$ cat config.mk
export PLATFORM = sky130hd
export DESIGN_NAME = display_scan_mux
export DESIGN_NICKNAME = d
export VERILOG_FILES = /design/src/rtl/display_scan_mux_pkg.sv /design/src/rtl/display_scan_mux_tick_prescaler.sv /design/src/rtl/display_scan_mux.sv
export SDC_FILE = /design/constraint.sdc
export NUM_CORES = 1
export LEC_CHECK = 0
export CAP_MARGIN = 20
export CORE_AREA = 5 5 74 76
export DETAILED_ROUTE_END_ITERATION = 10
export DIE_AREA = 0 0 79 81
export PLACE_DENSITY = 0.76
export SLEW_MARGIN = 0
export SYNTH_ARGS = -nofsm -noshare
export SYNTH_HDL_FRONTEND = slang
export SYNTH_SLANG_ARGS = --single-unit
$ cat constraint.sdc
create_clock -name clk -period 3 [get_ports clk]
set_clock_uncertainty 0.2 [all_clocks]
set_input_delay 0.9 -clock clk [delete_from_list [all_inputs] [get_ports clk]]
set_output_delay 0.9 -clock clk [all_outputs]
set_load 0.01 [all_outputs]
$ cat src/rtl/display_scan_mux_pkg.sv
// Shared constants and helpers for the 7-segment scan path.
package display_pkg;

  localparam int BCD_W = 4;
  localparam int MAX_DIGITS = 8;
  localparam logic [BCD_W-1:0] BLANK_NIBBLE = 4'hF;

  // Active-low anodes, so the "all off" pattern is the low n bits set to one.
  function automatic logic [MAX_DIGITS-1:0] an_all_off(input int n);
    logic [MAX_DIGITS-1:0] mask;
    mask = '0;
    for (int i = 0; i < MAX_DIGITS; i++) begin
      if (i < n) mask[i] = 1'b1;
    end
    return mask;
  endfunction

endpackage

$ cat src/rtl/display_scan_mux_tick_prescaler.sv
// Free-running divider producing a one-cycle tick every DIV clocks.
module tick_prescaler #(
  parameter int DIV = 50000,
  parameter int W   = 16
) (
  input  logic clk,
  input  logic rst,
  output logic tick
);

  localparam logic [W-1:0] LAST = W'(DIV - 1);

  logic [W-1:0] cnt_q;

  always_ff @(posedge clk) begin
    if (rst) begin
      cnt_q <= '0;
    end else if (cnt_q == LAST) begin
      cnt_q <= '0;
    end else begin
      cnt_q <= cnt_q + W'(1);
    end
  end

  assign tick = (cnt_q == LAST);

endmodule

$ cat src/rtl/display_scan_mux.sv
// Multi-digit time-multiplexer with double-buffered digits.
// Optional leading-zero blanking is enabled by defining DISPLAY_SCAN_MUX_LZB_EN.
module display_scan_mux
  import display_pkg::*;
#(
  parameter int N_DIGITS    = 4,
  parameter int REFRESH_DIV = 50000,
  parameter int DIV_W       = 16
) (
  input  logic                      clk,
  input  logic                      rst,
  input  logic [BCD_W*N_DIGITS-1:0] digits_in,
  input  logic                      load,
  output logic [BCD_W-1:0]          digit_out,
  output logic [N_DIGITS-1:0]       an,
  output logic                      frame_start
);

  localparam int DATA_W = BCD_W * N_DIGITS;
  localparam int IDX_W  = $clog2(N_DIGITS);
  localparam logic [IDX_W-1:0] LAST_IDX = IDX_W'(N_DIGITS - 1);
  localparam logic [MAX_DIGITS-1:0] AN_OFF_FULL = an_all_off(N_DIGITS);
  localparam logic [N_DIGITS-1:0] AN_OFF = AN_OFF_FULL[N_DIGITS-1:0];
`ifdef DISPLAY_SCAN_MUX_LZB_EN
  localparam bit LZB_EN = 1'b1;
`else
  localparam bit LZB_EN = 1'b0;
`endif

  logic                  adv;
  logic                  wrap;
  logic [IDX_W-1:0]      idx_q, idx_d;
  logic [DATA_W-1:0]     pending_q;
  logic [DATA_W-1:0]     display_q, display_d;
  logic [N_DIGITS-1:0]   an_q, an_d;
  logic [BCD_W-1:0]      digit_q, digit_d;
  logic                  frameStart_q;
  logic                  zeroAbove;
  logic                  blank;

  tick_prescaler #(
    .DIV (REFRESH_DIV),
    .W   (DIV_W)
  ) u_prescaler (
    .clk  (clk),
    .rst  (rst),
    .tick (adv)
  );

  // Slot outputs are derived from the buffer as it will be after this edge, so a
  // wrapping edge (including a coinciding load) shows the new frame immediately.
  always_comb begin
    idx_d     = (idx_q == LAST_IDX) ? '0 : idx_q + IDX_W'(1);
    wrap      = adv && (idx_q == LAST_IDX);
    display_d = display_q;
    if (wrap) display_d = load ? digits_in : pending_q;

    zeroAbove = 1'b1;
    blank     = 1'b0;
    digit_d   = BLANK_NIBBLE;
    an_d      = AN_OFF;
    for (int i = N_DIGITS - 1; i >= 0; i--) begin
      zeroAbove = zeroAbove & (display_d[i*BCD_W +: BCD_W] == '0);
      if (IDX_W'(i) == idx_d) begin
        digit_d = display_d[i*BCD_W +: BCD_W];
        an_d[i] = 1'b0;
        blank   = LZB_EN && zeroAbove && (i != 0);
      end
    end
    if (blank) begin
      digit_d = BLANK_NIBBLE;
      an_d    = AN_OFF;
    end
  end

  always_ff @(posedge clk) begin
    if (rst) begin
      pending_q    <= '0;
      display_q    <= '0;
      idx_q        <= LAST_IDX;
      an_q         <= AN_OFF;
      digit_q      <= BLANK_NIBBLE;
      frameStart_q <= 1'b0;
    end else begin
      if (load) pending_q <= digits_in;
      display_q    <= display_d;
      frameStart_q <= wrap;
      if (adv) begin
        idx_q   <= idx_d;
        an_q    <= an_d;
        digit_q <= digit_d;
      end
    end
  end

  assign digit_out   = digit_q;
  assign an          = an_q;
  assign frame_start = frameStart_q;

endmodule

==> metrics.csv, run 1 <==
metric,value,unit
PwrDens,509,nW/µm²
Setup Crit Path Kind,in -> reg,
Post-Syn Instances,254,
Final GP Congestion,0.735,
CORE AREA,4660,µm²
IO buf count,27,
Crit path buffers/inverters,2,
Mean Syn Cell Area,9.88,µm²
most frequent cells after synthesis,"dfxtp_1, nor2_1, mux2i_1",
worst setup margin,0.459,ns
Max Fanout on Critical Path,16,
slew at the pin closest to its max-slew limit,0.476,ns
syn_nets,279,
Comb pwr share,0.054,
CTS Sinks,59,
CP Launch Type,primary input,
reg2reg setup slack,0.71,ns
post-synth top area cell,dfxtp_1,
switching share of power,0.222,
RR Endpoint,digit_out[2],
top cell family by delay on the critical path,buffers and inverters,
CTS tree,done,
clock share of power,0.418,
initial antenna violation count,0,
All-Layer GR Usage,0.176,
residual DRC count,0,
CTS buffer count,9,
post-synthesis sequential area ratio,0.471,
post-route ant nets,0,
cell with the most instances after synthesis,dfxtp_1,
Die Wd,79,µm
final slew viol count,0,
cts hold-fix bufs,0,
max capacitance violation total,0,
Hold Path Stages,1,
maximum buffer depth of the clock tree,2,
DP Cell Count,328,
Post-DP HPWL,3370,µm
DIE AREA,6400,µm²
Yosys reg bits,59,
IO Pins,28,
Initial DRC Count,155,
FMAX,0.394,GHz
TritonRoute pass-1 iters,5,
distinct cell type count after synthesis,38,
Vias,1848,
Root Driver,clkbuf_8,
diode count,0,
Worst-path clk slew,0.06,ns
Post-synth EDFFs,0,
Cell Rows,25,
"Clk Latency, worst-skew pair",0.33,ns
Worst slew margin,0.682,
Hold EP,u_prescaler.cnt_q[0],
ys flop type,dfxtp_1,
"wirelength, routed",4920,µm
cell area after synthesis,2510,µm²
Crit-path slowest cell,clkdlybuf4s50_1,
Flop pwr share,0.528,
Worst Reg2Reg Path Length in Cells,7,
setup bufs post-CTS,0,
Synth top area share,0.471,
Final Cycle Share,0.847,
Hold Path Origin,u_prescaler.cnt_q[0],
crit path capture type,flip-flop,
critical path cell sequence,clkdlybuf4s50_1 > buf_12 > mux2_2 > mux2i_1 > o211ai_1 > or3_1,
per-cell routed wire length,14.3,µm
Die Y-Extent,81,µm
Worst EP arrival,2.56,ns
Leakage,1.22,nW
Via density,5.37,
worst path required time,3.02,ns
GRT overflow,0,
Area Growth Syn to Fin,19.6,%
cts repair resizes,0,
layout cells sized above 1,0.128,
crit path time final,2.54,ns
RSZ-0062 raised after global routing,no,
Layout Nets,310,
Initial Util,0.538,
Ys Warns,0,
Synth async-reset ratio,0,
Switching Power,0.339,mW
Final Hold Viols,0,
H-Tree Depth,3,
P_int,1.19,mW
reg2reg start,u_prescaler.cnt_q[0],
status,"finished, final reports clean",
Max IR drop VDD,267,µV
Critical Path Max Stage Delay,0.51,ns
Min-Delay Path Class,reg -> reg,
global-route wire length before repair,8590,µm
largest cells by area after synthesis,"dfxtp_1, nor2_1, mux2i_1",
Fin Setup TNS,0,ns
"worst slack, placed",0.111,ns
Final Non-Filler Cells,344,
vias in the first global route,1791,
largest net degree at the start of global routing,20,
final setup violation count,0,
==> power by group through the flow <==
stage               sequential [mW]  combinational (mW)  clock [mW]
floorplan                     0.822              0.0445           0
global placement              0.823              0.0811           0
detailed placement            0.823              0.0828           0
CTS                           0.806              0.0835       0.652
global route                  0.807              0.0917       0.696
finish                        0.806              0.0824       0.639
==> cell usage in the layout, fill, tap and decap left out, types with 2 or more instances in the layout <==
| cell | Yosys | final |
|---|---|---|
| dfxtp_1 | 59 | 59 |
| nor2_1 | 46 | 46 |
| clkdlybuf4s50_1 | 0 | 27 |
| mux2i_1 | 17 | 17 |
| nand2_1 | 14 | 14 |
| nand3_1 | 11 | 11 |
| clkbuf_8 | 0 | 11 |
| inv_1 | 9 | 9 |
| o211ai_1 | 8 | 8 |
| mux2_2 | 8 | 8 |
| a211oi_1 | 7 | 7 |
| xor2_1 | 7 | 7 |
| xnor2_1 | 7 | 7 |
| and2_1 | 6 | 6 |
| ha_1 | 6 | 6 |
| buf_4 | 2 | 5 |
| a221oi_1 | 4 | 4 |
| and3_1 | 3 | 3 |
| or3_1 | 3 | 3 |
| nor3_1 | 3 | 3 |
| clkbuf_1 | 6 | 3 |
| nor4b_4 | 2 | 2 |
| and2_2 | 2 | 2 |
| nor2b_1 | 2 | 2 |
| a221o_1 | 2 | 2 |
| o2111ai_1 | 2 | 2 |
| nand4_1 | 2 | 2 |
| o211a_1 | 2 | 2 |
| clkinv_2 | 0 | 2 |
==> layout make-up <==
class,instances,area [µm²]
Fill cell,378,1660
Multi-Input combinational cell,173,1220
Sequential cell,59,1180
Timing Repair Buffer,33,328
Clock buffer,14,163
Tap cell,54,67.6
Inverter,9,33.8
Clock inverter,2,10.0
==> routing by layer <==
layer | track usage | part of all wire | vias to the layer above
li1 | - | - | 939
met1 | 0.222 | 0.48 | 861
met2 | 0.269 | 0.45 | 41
met3 | 0.0632 | 0.056 | 7
met4 | 0.0825 | 0.018 | 0
met5 | 0 | 0 | -
==> per-stage QoR <==
step / hold WS, ns / total power, mW / instance area (µm²) / utilization
after detailed placement: 0.253 / 0.906 / 2830 / 0.607
after floorplan: 0.230 / 0.866 / 2510 / -
after CTS: 0.268 / 1.54 / 3000 / 0.644
after global routing: 0.310 / 1.60 / 3000 / 0.644
after global placement: 0.244 / 0.904 / 2830 / 0.607
final: 0.262 / 1.53 / 3000 / 0.644
==> flip-flops by register name, indices dropped and copies added (netlist names) <==
| signal | cells |
|---|---|
| digit_out | 4 |
| an | 4 |
| frame_start | 1 |
| u_prescaler.cnt_q | 16 |
| display_q | 16 |
| idx_q | 2 |
| pending_q | 16 |
==> cells by family after synthesis <==
| family | count (synthesis) | share of synthesized area |
|---|---|---|
| AOI/OAI and AO/OA | 27 | 0.0903 |
| xor gates and xnor gates | 14 | 0.0489 |
| adders and majority gates | 6 | 0.0299 |
| buffers and inverters | 22 | 0.0439 |
| DFF | 59 | 0.471 |
| muxes | 26 | 0.110 |
| and+or+nand+nor | 100 | 0.206 |
==> worst max path at each step <==
stage,start,endpoint,slack (ns),depth (start not counted)
3_5_place_dp,load,digit_out[1],0.11,6
2_1_floorplan,load,digit_out[3],0.47,7
6_report,load,digit_out[1],0.46,6
5_1_grt,load,digit_out[1],0.36,6
3_3_place_gp,load,digit_out[1],0.13,6
4_1_cts,load,digit_out[1],0.46,6
(Power assumes the default switching activity.)
==> run 2: changes to the inputs <==
clock period = 2.66 ns   (was 3 ns; I/O delays follow)
==> run 2 against run 1 <==
Compared with the run above: final area grew 4.1%; clock-buffer cell count shrank 3; power grew 32%; wire length grew 1.9%; sequential share of layout area shrank 1.6 points; critical endpoint is now digit_out[3]; highest routed layer unchanged.
==> metrics.csv, run 2 (synthesis results as in run 1) <==
metric,value,unit
largest net degree at the start of global routing,19,
final instance area,3120,µm²
Setup crit end,digit_out[3],
critical path depth,6,
Storage cell area,1180,µm²
CTS tree,done,
Final Cycle Share,0.922,
Die Wd,79,µm
met2 Resource Use GR,0.287,
Worst-path clk slew,0.07,ns
Initial Util,0.538,
setup bufs post-CTS,0,
GRT overflow,0,
Area Growth Syn to Fin,24.5,%
H-Tree Depth,3,
Fin Setup TNS,0,ns
worst setup margin,0.208,ns
reg2reg setup slack,0.34,ns
most frequent cells in the layout,"dfxtp_1, nor2_1, clkdlybuf4s50_1",
worst path required time,2.68,ns
final slew viol count,0,
Die Y-Extent,81,µm
TritonRoute pass-1 iters,4,
cts hold-fix bufs,0,
Worst slew margin,0.689,
slew at the pin closest to its max-slew limit,0.465,ns
CP Launch Type,primary input,
crit path capture type,flip-flop,
Final Hold Viols,0,
initial antenna violation count,0,
Initial DRC Count,96,
All-Layer GR Usage,0.180,
Setup Crit Path Kind,in -> reg,
Via density,5.30,
"worst slack, placed",-0.143,ns
Max Fanout on Critical Path,6,
Critical Path Max Stage Delay,0.61,ns
Final Power,2.01,mW
"Clk Latency, worst-skew pair",0.34,ns
post-route ant nets,0,
Worst Reg2Reg Path Length in Cells,6,
IO Pins,28,
CTS buffer count,9,
Layout Nets,319,
"wirelength, routed",5010,µm
RSZ-0062 raised after global routing,no,
Crit-path slowest cell,clkdlybuf4s50_1,
Cell Rows,25,
"Cell Area, Placed",2880,µm²
Largest regs,"display_q (16), pending_q (16), u_prescaler.cnt_q (16)",
RR Endpoint,digit_out[3],
vias in the first global route,1859,
maximum buffer depth of the clock tree,2,
"most common cell after layout, fill and taps aside",dfxtp_1,
Worst EP arrival,2.48,ns
IO buf count,27,
met1 global-route usage,0.220,
residual DRC count,0,
CTS Sinks,59,
Final GP Congestion,0.779,
diode count,0,
Leakage,1.29,nW
global-route wire length before repair,8780,µm
Post-DP HPWL,3510,µm
Crit path buffers/inverters,2,
fill count,395,
Worst Setup SP,load,
top cell family by delay on the critical path,buffers and inverters,
critical path cell sequence,clkdlybuf4s50_1 > buf_4 > mux2i_1 > mux2_4 > o211ai_2 > or3_1,
area taken by multi-input logic gates,1220,µm²
layout cells sized above 1,0.161,
Min-Delay Path Class,reg -> reg,
reg2reg start,idx_q[0],
final setup violation count,0,
fin util,0.670,
PwrDens,644,nW/µm²
status,"finished, final reports clean",
crit path time final,2.45,ns
Vias,1871,
cts repair resizes,0,
Max IR drop VDD,415,µV
met3 Use GR,0.0399,
Root Driver,clkbuf_8,
max capacitance violation total,0,
FMAX,0.408,GHz
GRT Max-Usage Layer,met2,
CORE AREA,4660,µm²
DIE AREA,6400,µm²
per-cell routed wire length,14.2,µm
-- run 2: changes by cell type in the layout (fill, tap and decap cells not counted) --
cell       change
buf_12         -1
buf_4         +10
clkbuf_8       -1
bufinv_16      +3
clkbuf_1       -2
-- run 2: cell type report --
cell class / count / area share
clock inverters: 5 / 0.0320
flip-flops and latches: 59 / 0.378
clock buffers: 11 / 0.0453
inverters: 9 / 0.0108
well taps: 54 / 0.0216
repair buffers: 42 / 0.123
multi-input cells: 173 / 0.390
-- run 2: worst min-delay path by stage --
stage                                       to                 start  depth (start not counted)
after floorplan           u_prescaler.cnt_q[0]  u_prescaler.cnt_q[0]                          1
after global placement    u_prescaler.cnt_q[0]  u_prescaler.cnt_q[0]                          1
after detailed placement  u_prescaler.cnt_q[0]  u_prescaler.cnt_q[0]                          1
after CTS                 u_prescaler.cnt_q[0]  u_prescaler.cnt_q[0]                          1
after global routing              display_q[2]          display_q[2]                          2
final                     u_prescaler.cnt_q[0]  u_prescaler.cnt_q[0]                          1
-- run 2: power breakdown --
part | switching (mW) | internal (mW) | leakage [nW]
registers | 0.00692 | 0.901 | 0.479
clock network | 0.356 | 0.645 | 0.123
logic | 0.0436 | 0.0597 | 0.684
total | 0.406 | 1.61 | 1.29
-- run 2: worst reg2reg max path, stage by stage (launching register included) --
cell and delay (ns):
dfxtp_1 0.45, ha_1 0.22, and4_1 0.20, and4_4 0.36, mux2_2 0.38, a221oi_1 0.31
or3_1 0.15
-- run 2: stage by stage --
step | hold slack (ns) | instances
final | 0.278 | 353
after CTS | 0.281 | 353
after floorplan | 0.230 | 254
after global routing | 0.324 | 353
after detailed placement | 0.267 | 337
after global placement | 0.246 | 337
-- run 2: metal layers --
layer	vias to the layer above	wire (µm)	share of wire
met3	10	194	0.039
met4	0	143	0.029
met1	868	2370	0.47
met5	-	0	0
li1	958	-	-
met2	35	2310	0.46
==> run 3: changes to the inputs <==
clock period = 2.8 ns   (was 2.66 ns; I/O delays follow)
==> run 3 against run 2 <==
Compared with the run above: sequential share of layout area barely moved; first-iteration DRC count grew 13%; hold slack improved by 0.0041 ns; clock-buffer cell count increased by 1; die area did not move; setup slack improved by 0.12 ns; clock power hardly changed; register-to-register slack gained 0.18 ns; combinational power shrank 7%; power decreased by 3.1%; highest routed layer unchanged; wire length grew 2.0%.
==> metrics.csv, run 3 (synthesis results as in run 1) <==
metric,value,unit
CP Launch Type,primary input,
Initial DRC Count,108,
worst path required time,2.82,ns
Initial Util,0.538,
diode count,0,
critical path cell sequence,clkdlybuf4s50_1 > buf_4 > mux2_2 > mux2i_1 > a221oi_1 > or3_1,
max capacitance violation total,0,
Worst-path clk slew,0.06,ns
Switching Power,0.376,mW
reg2reg setup slack,0.52,ns
PwrDens,624,nW/µm²
P_int,1.57,mW
IO Pins,28,
post-route ant nets,0,
Crit-path slowest cell,clkdlybuf4s50_1,
vias in the first global route,1819,
Worst Reg2Reg Path Length in Cells,6,
clock share of power,0.508,
CTS Sinks,59,
initial antenna violation count,0,
Via density,5.34,
Max IR drop VDD,376,µV
residual DRC count,0,
setup bufs post-CTS,0,
"most common cell after layout, fill and taps aside",dfxtp_1,
Hold EP,u_prescaler.cnt_q[0],
Cell Rows,25,
Worst EP arrival,2.49,ns
Flop pwr share,0.443,
Leakage,1.28,nW
global-route wire length before repair,8790,µm
Vias,1864,
cts hold-fix bufs,0,
final slew viol count,0,
Worst slew margin,0.657,
per-cell routed wire length,14.6,µm
area taken by multi-input logic gates,1220,µm²
Area Growth Syn to Fin,24.6,%
Largest regs,"display_q (16), pending_q (16), u_prescaler.cnt_q (16)",
Layout Nets,315,
maximum buffer depth of the clock tree,2,
Final Cycle Share,0.882,
switching share of power,0.193,
Final Hold Viols,0,
cts repair resizes,0,
RR Endpoint,digit_out[3],
Die Wd,79,µm
"Cell Area, Placed",2870,µm²
Max Fanout on Critical Path,6,
CTS tree,done,
TritonRoute pass-1 iters,4,
final setup violation count,0,
fill count,376,
final instance area,3130,µm²
reg2reg start,idx_q[0],
crit path time final,2.47,ns
H-Tree Depth,3,
Comb pwr share,0.049,
Die Y-Extent,81,µm
Root Driver,clkbuf_8,
Post-DP HPWL,3450,µm
"wirelength, routed",5110,µm
Storage cell area,1180,µm²
DP Cell Count,333,
layout cells sized above 1,0.153,
Min-Delay Path Class,reg -> reg,
Hold Path Stages,1,
most frequent cells in the layout,"dfxtp_1, nor2_1, clkdlybuf4s50_1",
Final Non-Filler Cells,349,
GRT overflow,0,
status,"finished, final reports clean",
FMAX,0.405,GHz
"Clk Latency, worst-skew pair",0.34,ns
IO buf count,27,
crit path capture type,flip-flop,
DIE AREA,6400,µm²
slew at the pin closest to its max-slew limit,0.513,ns
largest net degree at the start of global routing,21,
RSZ-0062 raised after global routing,no,
Setup Crit Path Kind,in -> reg,
Final GP Congestion,0.745,
Critical Path Max Stage Delay,0.48,ns
All-Layer GR Usage,0.181,
Hold Path Origin,u_prescaler.cnt_q[0],
CTS buffer count,9,
CORE AREA,4660,µm²
run 3: cell count changes in the layout (fill, tap and decap cells not counted):
| cell | delta |
|---|---|
| buf_4 | -5 |
| clkinv_2 | -1 |
| buf_12 | +1 |
| clkbuf_8 | +2 |
| clkbuf_1 | -1 |
run 3: per-stage QoR:
stage	util	setup WS [ns]	hold slack [ns]	power [mW]	TNS, ns
6_report	0.671	0.331	0.283	1.95	0
5_1_grt	0.671	0.236	0.312	2.02	0
4_1_cts	0.671	0.344	0.278	1.97	0
2_1_floorplan	-	0.326	0.230	0.928	0
3_5_place_dp	0.615	-0.0124	0.264	0.978	-0.0124
3_3_place_gp	0.615	0.0390	0.246	0.976	0
run 3: worst max-delay path: cells and delay by family:
family	cells	cell delay, ns
AO/OA/AOI/OAI	1	0.12
multiplexers	2	0.55
AND/OR/NAND/NOR	1	0.32
buffers and inverters	2	0.66
run 3: power by group through the flow:
stage / clock network [mW] / registers [mW] / logic [mW]
final: 0.989 / 0.864 / 0.0961
after global routing: 1.05 / 0.865 / 0.107
after CTS: 1.01 / 0.863 / 0.0972
after detailed placement: 0 / 0.882 / 0.0963
after global placement: 0 / 0.882 / 0.0947
after floorplan: 0 / 0.880 / 0.0477
run 3: metal layers:
metal,part of all wire,vias to the layer above,GRT usage
met3,0.044,13,0.0399
met4,0.026,0,0.103
li1,-,952,-
met1,0.49,859,0.234
met5,0,-,0
met2,0.44,40,0.279
run 3: cell type report:
| cell class | instances | share of cell area |
|---|---|---|
| multi-input combinational | 173 | 0.390 |
| sequential | 59 | 0.378 |
| timing repair buffer | 38 | 0.117 |
| clock buffer | 12 | 0.0528 |
| clock inverter | 4 | 0.0304 |
| tap | 54 | 0.0216 |
| inverter | 9 | 0.0108 |
run 3: how the worst max path moves through the flow:
stage	slack [ns]	endpoint	startpoint
floorplan	0.33	digit_out[3]	load
global placement	0.04	digit_out[1]	load
detailed placement	-0.01	digit_out[1]	load
CTS	0.34	digit_out[1]	load
global route	0.24	digit_out[1]	load
finish	0.33	digit_out[1]	load
